<file path="src/rtl/seg_pkg.sv">
// Shared glyph codes, seven-segment patterns and output bit order for the scan controller.
package seg_pkg;

    typedef logic [6:0] seg_pat_t;

    localparam logic [3:0] GLYPH_A          = 4'hA;
    localparam logic [3:0] GLYPH_P          = 4'hB;
    localparam logic [3:0] GLYPH_C          = 4'hC;
    localparam logic [3:0] GLYPH_UNDERSCORE = 4'hD;
    localparam logic [3:0] GLYPH_E          = 4'hE;
    localparam logic [3:0] GLYPH_BLANK      = 4'hF;

    // Output byte bit positions, {a,b,c,d,e,f,g,dp}.
    localparam int SEG_A_POS  = 7;
    localparam int SEG_B_POS  = 6;
    localparam int SEG_C_POS  = 5;
    localparam int SEG_D_POS  = 4;
    localparam int SEG_E_POS  = 3;
    localparam int SEG_F_POS  = 2;
    localparam int SEG_G_POS  = 1;
    localparam int SEG_DP_POS = 0;

    localparam seg_pat_t PAT_0          = 7'h7E;
    localparam seg_pat_t PAT_1          = 7'h30;
    localparam seg_pat_t PAT_2          = 7'h6D;
    localparam seg_pat_t PAT_3          = 7'h79;
    localparam seg_pat_t PAT_4          = 7'h33;
    localparam seg_pat_t PAT_5          = 7'h5B;
    localparam seg_pat_t PAT_6          = 7'h5F;
    localparam seg_pat_t PAT_7          = 7'h70;
    localparam seg_pat_t PAT_8          = 7'h7F;
    localparam seg_pat_t PAT_9          = 7'h7B;
    localparam seg_pat_t PAT_A          = 7'h77;
    localparam seg_pat_t PAT_P          = 7'h67;
    localparam seg_pat_t PAT_C          = 7'h4E;
    localparam seg_pat_t PAT_UNDERSCORE = 7'h08;
    localparam seg_pat_t PAT_E          = 7'h4F;
    localparam seg_pat_t PAT_BLANK      = 7'h00;

    function automatic logic [7:0] seg_byte(input seg_pat_t pat, input logic dp_bit);
        return {pat, dp_bit};
    endfunction

endpackage

</file>
<file path="src/rtl/seg_glyph_dec.sv">
// Combinational glyph decoder: 4-bit code to 7-bit {a..g} segment pattern.
module seg_glyph_dec
    import seg_pkg::*;
(
    input  logic [3:0] code,
    output seg_pat_t   pattern
);

    // NOTE: every combinational output gets a default before the case so no latch can be inferred.
    always_comb begin
        pattern = PAT_BLANK;
        case (code)
            4'h0:             pattern = PAT_0;
            4'h1:             pattern = PAT_1;
            4'h2:             pattern = PAT_2;
            4'h3:             pattern = PAT_3;
            4'h4:             pattern = PAT_4;
            4'h5:             pattern = PAT_5;
            4'h6:             pattern = PAT_6;
            4'h7:             pattern = PAT_7;
            4'h8:             pattern = PAT_8;
            4'h9:             pattern = PAT_9;
            GLYPH_A:          pattern = PAT_A;
            GLYPH_P:          pattern = PAT_P;
            GLYPH_C:          pattern = PAT_C;
            GLYPH_UNDERSCORE: pattern = PAT_UNDERSCORE;
            GLYPH_E:          pattern = PAT_E;
            default:          pattern = PAT_BLANK;
        endcase
    end

endmodule

</file>
<file path="src/rtl/seg_scan_mux.sv">
// Time-multiplexed seven-segment scan controller with PWM brightness and frame-coherent shadow load.
// Optional per-digit blinking is built when SEG_BLINK_EN is defined.
module seg_scan_mux
    import seg_pkg::*;
#(
    parameter int DIGITS       = 8,
    parameter int DIV          = 25000,
    parameter int BLINK_FRAMES = 125
) (
    input  logic                  clk,
    input  logic                  rst,
    input  logic                  en,
    input  logic [4*DIGITS-1:0]   codes,
    input  logic [DIGITS-1:0]     dp,
    input  logic [DIGITS-1:0]     blink_mask,
    input  logic [2:0]            bright,
    input  logic                  load,
    output logic                  load_ack,
    output logic [7:0]            seg_74,
    output logic [7:0]            seg_30,
    output logic [7:0]            tub_sel
);

    localparam int               CNT_W     = $clog2(DIV);
    localparam int               IDX_W     = (DIGITS > 1) ? $clog2(DIGITS) : 1;
    localparam logic [CNT_W-1:0] DIV_LAST  = CNT_W'(DIV - 1);
    localparam logic [CNT_W-1:0] PHASE_LEN = CNT_W'(DIV / 8);
    localparam logic [IDX_W-1:0] IDX_LAST  = IDX_W'(DIGITS - 1);

    logic [CNT_W-1:0]    div_cnt_q, div_cnt_d;
    logic [IDX_W-1:0]    idx_q, idx_d;
    logic                pending_q, pending_d;
    logic [4*DIGITS-1:0] codes_sh_q, codes_sh_d;
    logic [DIGITS-1:0]   dp_sh_q, dp_sh_d;
    logic                load_ack_q, load_ack_d;
    logic [7:0]          tub_q, tub_d;
    logic [7:0]          seg_30_q, seg_30_d;
    logic [7:0]          seg_74_q, seg_74_d;

    logic                tick, frame_end, capture;
    logic                blink_off, mask_bit;
    logic [3:0]          cur_code;
    logic                cur_dp;
    seg_pat_t            cur_pat;

    always_comb begin
        tick       = (div_cnt_q == DIV_LAST);
        frame_end  = tick && (idx_q == IDX_LAST);
        capture    = frame_end && (pending_q || load);

        div_cnt_d  = tick ? '0 : div_cnt_q + 1'b1;
        idx_d      = idx_q;
        if (tick) begin
            idx_d = (idx_q == IDX_LAST) ? '0 : idx_q + 1'b1;
        end

        // A load arriving on the boundary itself is serviced immediately.
        pending_d  = capture ? 1'b0 : (pending_q || load);
        load_ack_d = capture;
        codes_sh_d = capture ? codes : codes_sh_q;
        dp_sh_d    = capture ? dp    : dp_sh_q;
    end

`ifdef SEG_BLINK_EN
    localparam int              FR_W    = (BLINK_FRAMES > 1) ? $clog2(BLINK_FRAMES) : 1;
    localparam logic [FR_W-1:0] FR_LAST = FR_W'(BLINK_FRAMES - 1);

    logic [FR_W-1:0]   frame_cnt_q, frame_cnt_d;
    logic              blink_off_q, blink_off_d;
    logic [DIGITS-1:0] mask_sh_q, mask_sh_d;

    always_comb begin
        frame_cnt_d = frame_cnt_q;
        blink_off_d = blink_off_q;
        mask_sh_d   = capture ? blink_mask : mask_sh_q;
        if (frame_end) begin
            if (frame_cnt_q == FR_LAST) begin
                frame_cnt_d = '0;
                blink_off_d = ~blink_off_q;
            end else begin
                frame_cnt_d = frame_cnt_q + 1'b1;
            end
        end
        mask_bit = 1'b0;
        for (int i = 0; i < DIGITS; i++) begin
            if (idx_q == IDX_W'(i)) mask_bit = mask_sh_q[i];
        end
    end

    always_ff @(posedge clk or posedge rst) begin
        if (rst) begin
            frame_cnt_q <= '0;
            blink_off_q <= 1'b0;
            mask_sh_q   <= '0;
        end else begin
            frame_cnt_q <= frame_cnt_d;
            blink_off_q <= blink_off_d;
            mask_sh_q   <= mask_sh_d;
        end
    end

    assign blink_off = blink_off_q;
`else
    localparam int unused_blink_frames = BLINK_FRAMES;
    logic unused_blink_mask;

    assign unused_blink_mask = ^blink_mask;
    assign blink_off         = 1'b0;
    assign mask_bit          = 1'b0;
`endif

    always_comb begin
        cur_code = GLYPH_BLANK;
        cur_dp   = 1'b0;
        for (int i = 0; i < DIGITS; i++) begin
            if (idx_q == IDX_W'(i)) begin
                cur_code = codes_sh_q[4*i +: 4];
                cur_dp   = dp_sh_q[i];
            end
        end
    end

    seg_glyph_dec u_dec (
        .code    (cur_code),
        .pattern (cur_pat)
    );

    always_comb begin
        logic [2:0]       idx_w;
        logic [CNT_W-1:0] phase;
        logic             lit;
        logic [7:0]       cur_seg;

        idx_w   = 3'(idx_q);
        phase   = div_cnt_q / PHASE_LEN;
        lit     = en && (phase <= CNT_W'(bright));
        cur_seg = seg_byte(cur_pat, cur_dp);
        if (blink_off && mask_bit) begin
            cur_seg = '0;
        end

        // The idle bank is driven to zero every cycle rather than holding its last value.
        tub_d    = lit ? (8'b1 << idx_w) : 8'b0;
        seg_30_d = (lit && !idx_w[2]) ? cur_seg : 8'b0;
        seg_74_d = (lit &&  idx_w[2]) ? cur_seg : 8'b0;
    end

    // NOTE: sequential state uses non-blocking assignments so every flop samples pre-edge values.
    always_ff @(posedge clk or posedge rst) begin
        if (rst) begin
            div_cnt_q  <= '0;
            idx_q      <= '0;
            pending_q  <= 1'b0;
            // NOTE: the shadow bank is reset to blank glyphs so nothing shows before the first load.
            codes_sh_q <= {DIGITS{GLYPH_BLANK}};
            dp_sh_q    <= '0;
            load_ack_q <= 1'b0;
            tub_q      <= '0;
            seg_30_q   <= '0;
            seg_74_q   <= '0;
        end else begin
            div_cnt_q  <= div_cnt_d;
            idx_q      <= idx_d;
            pending_q  <= pending_d;
            codes_sh_q <= codes_sh_d;
            dp_sh_q    <= dp_sh_d;
            load_ack_q <= load_ack_d;
            tub_q      <= tub_d;
            seg_30_q   <= seg_30_d;
            seg_74_q   <= seg_74_d;
        end
    end

    assign load_ack = load_ack_q;
    assign tub_sel  = tub_q;
    assign seg_30   = seg_30_q;
    assign seg_74   = seg_74_q;

endmodule

</file>
<file path="config.mk">
export PLATFORM = sky130hd
export DESIGN_NAME = seg_scan_mux
export DESIGN_NICKNAME = d
export VERILOG_FILES = /design/src/rtl/seg_pkg.sv /design/src/rtl/seg_glyph_dec.sv /design/src/rtl/seg_scan_mux.sv
export SDC_FILE = /design/constraint.sdc
export NUM_CORES = 1
export LEC_CHECK = 0
export CORE_ASPECT_RATIO = 0.75
export CORE_MARGIN = 2
export CORE_UTILIZATION = 50
export CTS_CLUSTER_SIZE = 20
export DETAILED_ROUTE_END_ITERATION = 7
export GPL_TIMING_DRIVEN = 0
export PLACE_DENSITY = 0.78
export SLEW_MARGIN = 5
export SYNTH_ARGS = -nofsm -noshare
export SYNTH_HDL_FRONTEND = slang
export SYNTH_HIERARCHICAL = 1
export SYNTH_SLANG_ARGS = --single-unit
</file>
<file path="constraint.sdc">
create_clock -name clk -period 5 [get_ports clk]
set_input_delay 1 -clock clk [delete_from_list [all_inputs] [get_ports clk]]
set_output_delay 1 -clock clk [all_outputs]
set_load 0.02 [all_outputs]
</file>
==> key figures, run 1 <==
Drt
  • Detail-routed net length per standard cell: 16.9 µm
  • Metal3 WL: 1410 µm
  • Ratio of routed vias to standard cells: 5.95
  • DR DRC count: 0
  • Aggregate routed wire length: 15,000 µm
  • Remaining antenna violation count: 0
  • Routed length on met2: around 6400 µm
  • Met1 WL: 6920 µm
  • DR top layer: met4
  • Total number of vias: between 5k and 6k
  • DR pass1 iterations: 5
  • Detailed router's first-iteration violation count: 563

STA
  • Slew at the pin closest to its max-slew limit: 1150 ps
  • Number of pins exceeding their max-slew limit in the final report: 0
  • Final worst-path cycle share: 101%
  • Clock Skew: between 5 and 6 ps
  • Final Hold Violating Endpoints: 0
  • Setup repair after global routing missed its margin: yes
  • Slew headroom: approximately 23%
  • Total negative slack for setup checks: -904 ps
  • Clock period minus worst slack: 5070 ps
  • Minimum setup slack in the final design: -69.1 ps
  • Maximum clock rate: 197 MHz
  • Setup violations, final: 22

Pwr
  • P_leak: 3.10 nW
  • Power density relative to cell area: 221 nW/µm²
  • Worst ir drop on vdd: roughly 0.16 mV

Setup path
  • Worst Setup Start Kind: flip-flop
  • Type of element capturing the critical path: flip-flop
  • Largest delay contributor family on the critical path: compound AO/OA/AOI/OAI gates
  • Worst path buffer plus inverter count: 3
  • Critical path required time: between 5000 and 6000 ps
  • Cells traversed along the worst timing path: buf_6, or3_4, a211o_1, o311ai_4, or4b_4, buf_6, o31ai_4, a21o_1, a21oi_4, a221o_1, or4_1, a221o_1, o22ai_2, ha_2, nor2b_1, o21a_1, o21ai_1, and3_4, buf_8, nor3b_2
  • Slowest cell delay on critical path: 550 ps
  • Setup Crit Path Kind: flip-flop to flip-flop
  • Maximum fanout along the worst path: 10
  • Slowest cell on crit path: sky130_fd_sc_hd__or4b_4
  • Data arrival time of the critical path: 5320 ps

Layout
  • Antenna Diode Count: 0
  • Reg area: approximately 2100 µm²
  • Area of the multi-input gates: 3060 µm²
  • Leading cell types in the layout, fill and taps excluded: 155 x sky130_fd_sc_hd__nand2_1, 71 x sky130_fd_sc_hd__clkdlybuf4s50_1, 50 x sky130_fd_sc_hd__dfrtp_1
  • P&R area growth vs syn: 30.3%
  • Nets: around 820
  • Count of fill cells added during filler insertion: approximately 830
  • Post-layout instance area: 6980 µm²
  • Most frequent standard cell in the layout excluding fill and tap cells: sky130_fd_sc_hd__nand2_1
  • Fraction of final layout cells sized beyond drive strength 1: 18.8%

Synth
  • Register area share after synthesis: 40.0%
  • Number of flops mapped to enable cells by yosys: 0
  • Mapped cell area: 5350 µm²
  • Count of state elements after synthesis: 84
  • Dominant cell type by area after synthesis: sky130_fd_sc_hd__dfrtp_1
  • Ranking of synthesized cells by area: sky130_fd_sc_hd__dfrtp_1 24%, sky130_fd_sc_hd__dfstp_2 16%, sky130_fd_sc_hd__nand2_1 11%, sky130_fd_sc_hd__ha_1 4.2%, sky130_fd_sc_hd__o21ai_0 3.9%
  • Share of the synthesized area in the top cell type: 24.3%
  • Synthesized net count: 714
  • Post-Synthesis Mean Instance Area: 8.35 µm²
  • Dominant register cell in the synthesized netlist: sky130_fd_sc_hd__dfrtp_1
  • Synth unique cells: approximately 70
  • Synthesized netlist cell count: around 640
  • Post-synth ARST share: 100%
  • Syn. warnings: 6

Clock tree
  • Clock tree from TritonCTS: yes
  • Clk slew on worst S/H paths: 60 ps
  • Total CTS buffers: 9
  • Number of H-tree levels: 3
  • Worst skew pair latency: 330 ps
  • CTS Buffer Depth: 2
  • Clock tree sinks: 84
  • Buffer type at the clock tree root: sky130_fd_sc_hd__clkbuf_16
  • Hold buffer count at CTS: 0

Die
  • Area of the die: 11,600 µm²
  • Area of the core region: 10,400 µm²
  • Initial Utilization: 51.6%
  • Number of standard-cell rows in the floorplan: 32
  • DIE WIDTH: 123 µm
  • Ports: 80
  • Overall die height: about 94 µm

Min path
  • Path category of the worst min-delay check: flip-flop to flip-flop

Global routing
  • Pin count of the biggest net entering global routing: 58
  • Overflow left after global routing: 0
  • Antenna violations before repair: 0
  • First-pass GRT wire length: 23,100 µm
  • Combined global-route utilization of all metal layers: 25.8%
  • Vias in the first global route: 4,736

Placement
  • Placement-stage cell area: 6260 µm²
  • Buffers on Ports: 71
  • Global placement routability congestion: 0.988
  • Half-perimeter wire length after detailed placement: 10,900 µm

Outcome
  • Violations in the final reports: setup timing
  • Run status: finished, violations left

Job
  • Max-capacitance violation count: 0
## state kept, by name (all words and copies together), names as in the netlist
signal,count
load_ack,1
seg_30,8
seg_74,8
div_cnt_q,15
codes_sh_q,32
dp_sh_q,8
tub_sel,8
pending_q,1
idx_q,3
## per-stage QoR
stage	hold WS [ps]	instances	total power, W	util (%)	setup slack (ps)
after floorplan	432	641	0.000794	-	89.2
after global placement	441	848	0.000855	60.1	-652
after detailed placement	444	849	0.000864	60.4	-708
after CTS	453	875	0.00155	65.1	18.3
after global routing	469	888	0.00160	67.3	-219
final	452	888	0.00154	67.3	-69.1
## Yosys cell counts (all sizes together) (3+ instances only)
| master | number |
|---|---|
| and2 | 9 |
| nand4 | 4 |
| a2bb2oi | 3 |
| a221o | 3 |
| nand3 | 17 |
| a31oi | 8 |
| clkbuf | 31 |
| or3 | 4 |
| a211oi | 3 |
| and3 | 23 |
| dfrtp | 52 |
| o21a | 4 |
| o31ai | 6 |
| or4 | 3 |
| nor3 | 13 |
| dfstp | 32 |
| o211ai | 8 |
| buf | 15 |
| nor2b | 4 |
| xnor2 | 12 |
| o22ai | 4 |
| nand2 | 157 |
| o31a | 3 |
| nor4 | 5 |
| a21oi | 25 |
| a22oi | 3 |
| mux2i | 5 |
| mux2 | 4 |
| o311ai | 3 |
| a21o | 5 |
| o21ai | 47 |
| nand2b | 3 |
| a211o | 5 |
| a221oi | 10 |
| ha | 18 |
| xor2 | 6 |
| nor2 | 37 |
| inv | 25 |
## timing repair
item | in CTS | in global routing
setup buffers | 15 | 14
endpoints found under the setup margin | 24 | 24
gates resized for setup | 23 | 37
pin swaps | 13 | 26
cloned | 0 | 1
## cells by family (layout without fill, tap and decap cells)
kind of cell	after synthesis	after routing	synth area share, %
and+or+nand+nor	285	285	24.1
xor gates and xnor gates	18	18	2.94
muxes	9	9	1.85
buffers and inverters	71	182	6.22
DFF	84	84	40.0
adders and majority gates	18	18	4.21
AOI/OAI and AO/OA	156	156	20.7
## routing by layer
| layer | up-vias | track usage [%] |
|---|---|---|
| met1 | 2539 | 38.1 |
| met5 | - | 0 |
| met2 | 271 | 37.4 |
| met4 | 0 | 6.25 |
| li1 | 2444 | - |
| met3 | 27 | 6.77 |
## worst paths after layout
kind	cells past startpoint	from	endpoint	slack, ps
min in group asynchronous	2	rst	tub_sel[7]	1000
worst min register to register	2	codes_sh_q[20]	codes_sh_q[20]	450
worst min-delay path	2	codes_sh_q[20]	codes_sh_q[20]	450
worst max-delay path	20	div_cnt_q[11]	seg_30[0]	-70
worst max register to register	20	div_cnt_q[11]	seg_30[0]	-70
max in group asynchronous	3	rst	codes_sh_q[31]	3360
## where the power goes
group | switching [W] | total, W | internal (W)
registers | 0.0000104 | 0.000724 | 0.000713
clock network | 0.000251 | 0.000683 | 0.000432
logic | 0.0000629 | 0.000133 | 0.0000699
## tightest hold or removal path: stages (launching register included)
cell,delay (ps)
sky130_fd_sc_hd__dfstp_2,370
sky130_fd_sc_hd__nand2_1,50
sky130_fd_sc_hd__nand2_1,40
## area by class of cell
cell class / count / area share [%]
Buffer: 40 / 3.26
Clock buffer: 10 / 3.28
Clock inverter: 5 / 1.11
Inverter: 25 / 1.42
Multi-Input combinational cell: 486 / 43.9
Sequential cell: 84 / 30.7
Tap cell: 136 / 2.44
Timing Repair Buffer: 102 / 13.9
Note: power is estimated with default switching activity, not from simulation.
==> run 2: changes to the inputs <==
--- a/config.mk
+++ b/config.mk
@@ -5,9 +5,9 @@
 export SDC_FILE = /design/constraint.sdc
 export NUM_CORES = 1
 export LEC_CHECK = 0
-export CORE_ASPECT_RATIO = 0.75
 export CORE_MARGIN = 2
 export CORE_UTILIZATION = 50
+export CTS_BUF_LIST = sky130_fd_sc_hd__clkbuf_2 sky130_fd_sc_hd__clkbuf_4 sky130_fd_sc_hd__clkbuf_8
 export CTS_CLUSTER_SIZE = 20
 export DETAILED_ROUTE_END_ITERATION = 7
 export GPL_TIMING_DRIVEN = 0
@@ -15,5 +15,4 @@
 export SLEW_MARGIN = 5
 export SYNTH_ARGS = -nofsm -noshare
 export SYNTH_HDL_FRONTEND = slang
-export SYNTH_HIERARCHICAL = 1
 export SYNTH_SLANG_ARGS = --single-unit
==> run 2 against run 1 <==
Effect of this change: non-clock buffer count shrank 19; via count shrank 11%; clock power shrank 18%; synthesized area shrank 2.1%; setup slack gained 72 ps; sequential power is essentially flat; highest routed layer unchanged; the flow now finishes without violations; clock skew grew 10 ps; first-iteration DRC count shrank 40%; count of clock-buffer cells in the layout is the same; cell area shrank 3.5%; cell count shrank 12%; critical path type unchanged; global-route usage grew 0.39 points.
==> key figures, run 2 <==
Pwr
  • Combinational group share of total power: 9.3%
  • Share of power burned in the clock network: 39.5%
  • Worst ir drop on vdd: about 0.16 mV
  • Switching power of the nets: 0.000339 W
  • Power density relative to cell area: around 210 nW/µm²
  • Portion of total power attributed to sequential cells: 51.1%
  • Internal: 0.00107 W
  • Net Sw Frac: 24.0%
  • P_leak: 2.75 nW

Layout
  • Area of the multi-input gates: 3020 µm²
  • Antenna Diode Count: 0
  • Leading cell types in the layout, fill and taps excluded: 71 x sky130_fd_sc_hd__clkdlybuf4s50_1, 51 x sky130_fd_sc_hd__dfrtp_1, 45 x sky130_fd_sc_hd__nor2_1
  • Register name with the most flops: codes_sh_q
  • Registers with the most flip-flops: codes_sh_q x32, div_cnt_q x15
  • Most frequent standard cell in the layout excluding fill and tap cells: sky130_fd_sc_hd__clkdlybuf4s50_1
  • Count of fill cells added during filler insertion: 810
  • Util after Layout: 65.8%
  • Number of flip-flops under the largest register name: 32
  • P&R area growth vs syn: 28.4%
  • Nets: 715
  • Fraction of final layout cells sized beyond drive strength 1: around 30%
  • Reg area: 2140 µm²

Clock tree
  • Clk slew on worst S/H paths: 100 ps
  • Worst skew pair latency: 370 ps
  • Hold buffer count at CTS: 0
  • Clock tree sinks: 84
  • Total CTS buffers: 9
  • Number of H-tree levels: 3
  • CTS Buffer Depth: 2
  • Buffer type at the clock tree root: sky130_fd_sc_hd__clkbuf_8
  • Clock tree from TritonCTS: yes

Setup path
  • Data arrival time of the critical path: around 5300 ps
  • Worst Setup Start Kind: flip-flop
  • Type of element capturing the critical path: flip-flop
  • Setup Crit Path Kind: flip-flop to flip-flop
  • Critical path required time: 5300 ps
  • Maximum fanout along the worst path: 9

Min path
  • Path category of the worst min-delay check: flip-flop to flip-flop

Global routing
  • Most heavily used metal layer in global routing: met2
  • GRT met1 Usage: 35.7%
  • Combined global-route utilization of all metal layers: between 20% and 30%
  • Global-route met3 utilization: 3.56%
  • Antenna violations before repair: 0
  • First-pass GRT wire length: 23,400 µm
  • Met2 Resource Use GR: 43.5%
  • Overflow left after global routing: 0
  • Vias in the first global route: 4,608
  • Pin count of the biggest net entering global routing: 45

Synth
  • Mapped cell area: around 5200 µm²
  • Register area share after synthesis: between 40 and 50%
  • Synthesized netlist cell count: 542
  • Post-synth ARST share: between 90% and 100%
  • Dominant cell type by area after synthesis: sky130_fd_sc_hd__dfrtp_1
  • Post-Synthesis Mean Instance Area: 9.67 µm²
  • Count leader, synth: sky130_fd_sc_hd__nor2_1
  • Synth unique cells: 82
  • Number of flops mapped to enable cells by yosys: 0
  • Synthesized net count: 614
  • Share of the synthesized area in the top cell type: 24.8%
  • Count of state elements after synthesis: 84
  • Syn. warnings: 0
  • List of most frequent post-synthesis cells: 54 x sky130_fd_sc_hd__nor2_1, 52 x sky130_fd_sc_hd__dfrtp_1, 42 x sky130_fd_sc_hd__nand2_1
  • Ranking of synthesized cells by area: sky130_fd_sc_hd__dfrtp_1 25%, sky130_fd_sc_hd__dfstp_2 16%, sky130_fd_sc_hd__mux2_2 7.9%, sky130_fd_sc_hd__ha_1 4.1%, sky130_fd_sc_hd__nor2_1 3.9%
  • Dominant register cell in the synthesized netlist: sky130_fd_sc_hd__dfrtp_1

STA
  • Setup repair after global routing missed its margin: yes
  • Slew at the pin closest to its max-slew limit: 888 ps
  • Final Hold Violating Endpoints: 0
  • Final worst-path cycle share: 99.9%
  • Setup violations, final: 0
  • Maximum clock rate: 200 MHz
  • Slew headroom: 40.2%
  • Clock period minus worst slack: 5000 ps
  • Clock Skew: 16.3 ps
  • Number of pins exceeding their max-slew limit in the final report: 0
  • Minimum setup slack in the final design: 3.10 ps

Placement
  • Global placement routability congestion: 0.920
  • Half-perimeter wire length after detailed placement: 10,400 µm
  • Buffers on Ports: 71
  • Worst slack at placement: -638 ps

Drt
  • DR DRC count: 0
  • Ratio of routed vias to standard cells: 6.01
  • Total number of vias: 4,714
  • Remaining antenna violation count: 0
  • DR pass1 iterations: 5
  • Detailed router's first-iteration violation count: 340
  • Aggregate routed wire length: around 14,000 µm
  • Detail-routed net length per standard cell: about 18 µm

Die
  • Ports: 80
  • DIE WIDTH: 106 µm
  • Area of the core region: 10,200 µm²
  • Overall die height: 106 µm
  • Number of standard-cell rows in the floorplan: 37
  • Initial Utilization: between 50 and 60%
  • Area of the die: roughly 11,000 µm²

Job
  • Max-capacitance violation count: 0

Outcome
  • Run status: complete, no violations
## run 2: cell types whose count changed after synthesis, moves of 5 or more
cell / before / now
sky130_fd_sc_hd__nand2_1: 157 / 42
sky130_fd_sc_hd__mux2_2: 2 / 37
sky130_fd_sc_hd__and3_1: 23 / 5
sky130_fd_sc_hd__o21ai_0: 42 / 24
sky130_fd_sc_hd__nor2_1: 37 / 54
sky130_fd_sc_hd__clkbuf_1: 31 / 20
sky130_fd_sc_hd__a221oi_1: 10 / 2
sky130_fd_sc_hd__o22ai_1: 4 / 11
sky130_fd_sc_hd__and2_1: 9 / 4
sky130_fd_sc_hd__or2_2: 0 / 5
## run 2: path summary, 6_finish.rpt
check	startpoint	endpoint	slack, ps	cells past startpoint
setup / recovery	div_cnt_q[9]	seg_74[6]	3	22
hold / removal	dp_sh_q[6]	dp_sh_q[6]	510	1
setup reg to reg	div_cnt_q[9]	seg_74[6]	3	22
hold reg to reg	dp_sh_q[6]	dp_sh_q[6]	510	1
max in group asynchronous	rst	codes_sh_q[11]	3280	3
min in group asynchronous	rst	seg_30[2]	1030	2
## run 2: layout make-up
class	count	area share, %
Buffer	32	3.07
Clock buffer	10	1.95
Clock inverter	6	1.39
Inverter	24	1.37
Multi-Input combinational cell	401	44.8
Sequential cell	84	31.8
Tap cell	136	2.53
Timing Repair Buffer	91	13.1
## run 2: through the flow
| stage | hold WS, ps | std cells | total power (W) | setup TNS (ps) | area (µm²) |
|---|---|---|---|---|---|
| finish | 506 | 784 | 0.00141 | 0 | 6730 |
| global route | 537 | 784 | 0.00146 | -3850 | 6730 |
| CTS | 508 | 776 | 0.00141 | -365 | 6570 |
| detailed placement | 491 | 750 | 0.000863 | -12620 | 6150 |
| global placement | 483 | 749 | 0.000856 | -12160 | 6120 |
| floorplan | 473 | 542 | 0.000793 | 0 | 5240 |
## run 2: critical path, stage by stage (launching register included)
cell	delay (ps)
sky130_fd_sc_hd__dfrtp_1	390
sky130_fd_sc_hd__buf_6	140
sky130_fd_sc_hd__nor4_4	250
sky130_fd_sc_hd__buf_4	180
sky130_fd_sc_hd__nand2_2	70
sky130_fd_sc_hd__a22o_4	290
sky130_fd_sc_hd__or4_4	540
sky130_fd_sc_hd__a211o_1	340
sky130_fd_sc_hd__or3_4	340
sky130_fd_sc_hd__and4b_4	230
sky130_fd_sc_hd__a2111oi_4	280
sky130_fd_sc_hd__a311o_2	170
sky130_fd_sc_hd__or2_4	140
sky130_fd_sc_hd__mux2_4	310
sky130_fd_sc_hd__o31ai_4	160
sky130_fd_sc_hd__ha_2	190
sky130_fd_sc_hd__nor2b_1	40
sky130_fd_sc_hd__o21a_1	160
sky130_fd_sc_hd__o21ai_1	110
sky130_fd_sc_hd__and3_4	250
sky130_fd_sc_hd__nand2_4	80
sky130_fd_sc_hd__buf_8	170
sky130_fd_sc_hd__nor2_2	100
## run 2: repair_timing
action                     4_1_cts  5_1_grt
pin swaps                       10       11
gates cloned                     1        0
setup endpoints to repair       24       24
resized for setup               29       30
buffers inserted                 9        9
## run 2: power groups by stage
stage	combinational [W]	clock, W	sequential, W
global placement	0.000122	0	0.000733
floorplan	0.0000546	0	0.000739
CTS	0.000131	0.000560	0.000722
detailed placement	0.000129	0	0.000734
global route	0.000142	0.000588	0.000725
finish	0.000132	0.000558	0.000722
## run 2: logic make-up after synthesis
family          count (synthesis)  synth area share, %
buf+inv                        57                 5.56
flops                          84                 40.9
xor+xnor                       19                 3.17
simple gates                  181                 17.2
fa+ha+maj                      18                 4.25
mux                            47                 9.88
compound gates                136                 19.0
## run 2: metal layers
metal | vias to the layer above | routed length [µm]
met2 | 189 | 7010
met4 | 0 | 249
met5 | - | 0
li1 | 2175 | -
met3 | 26 | 904
met1 | 2324 | 6270
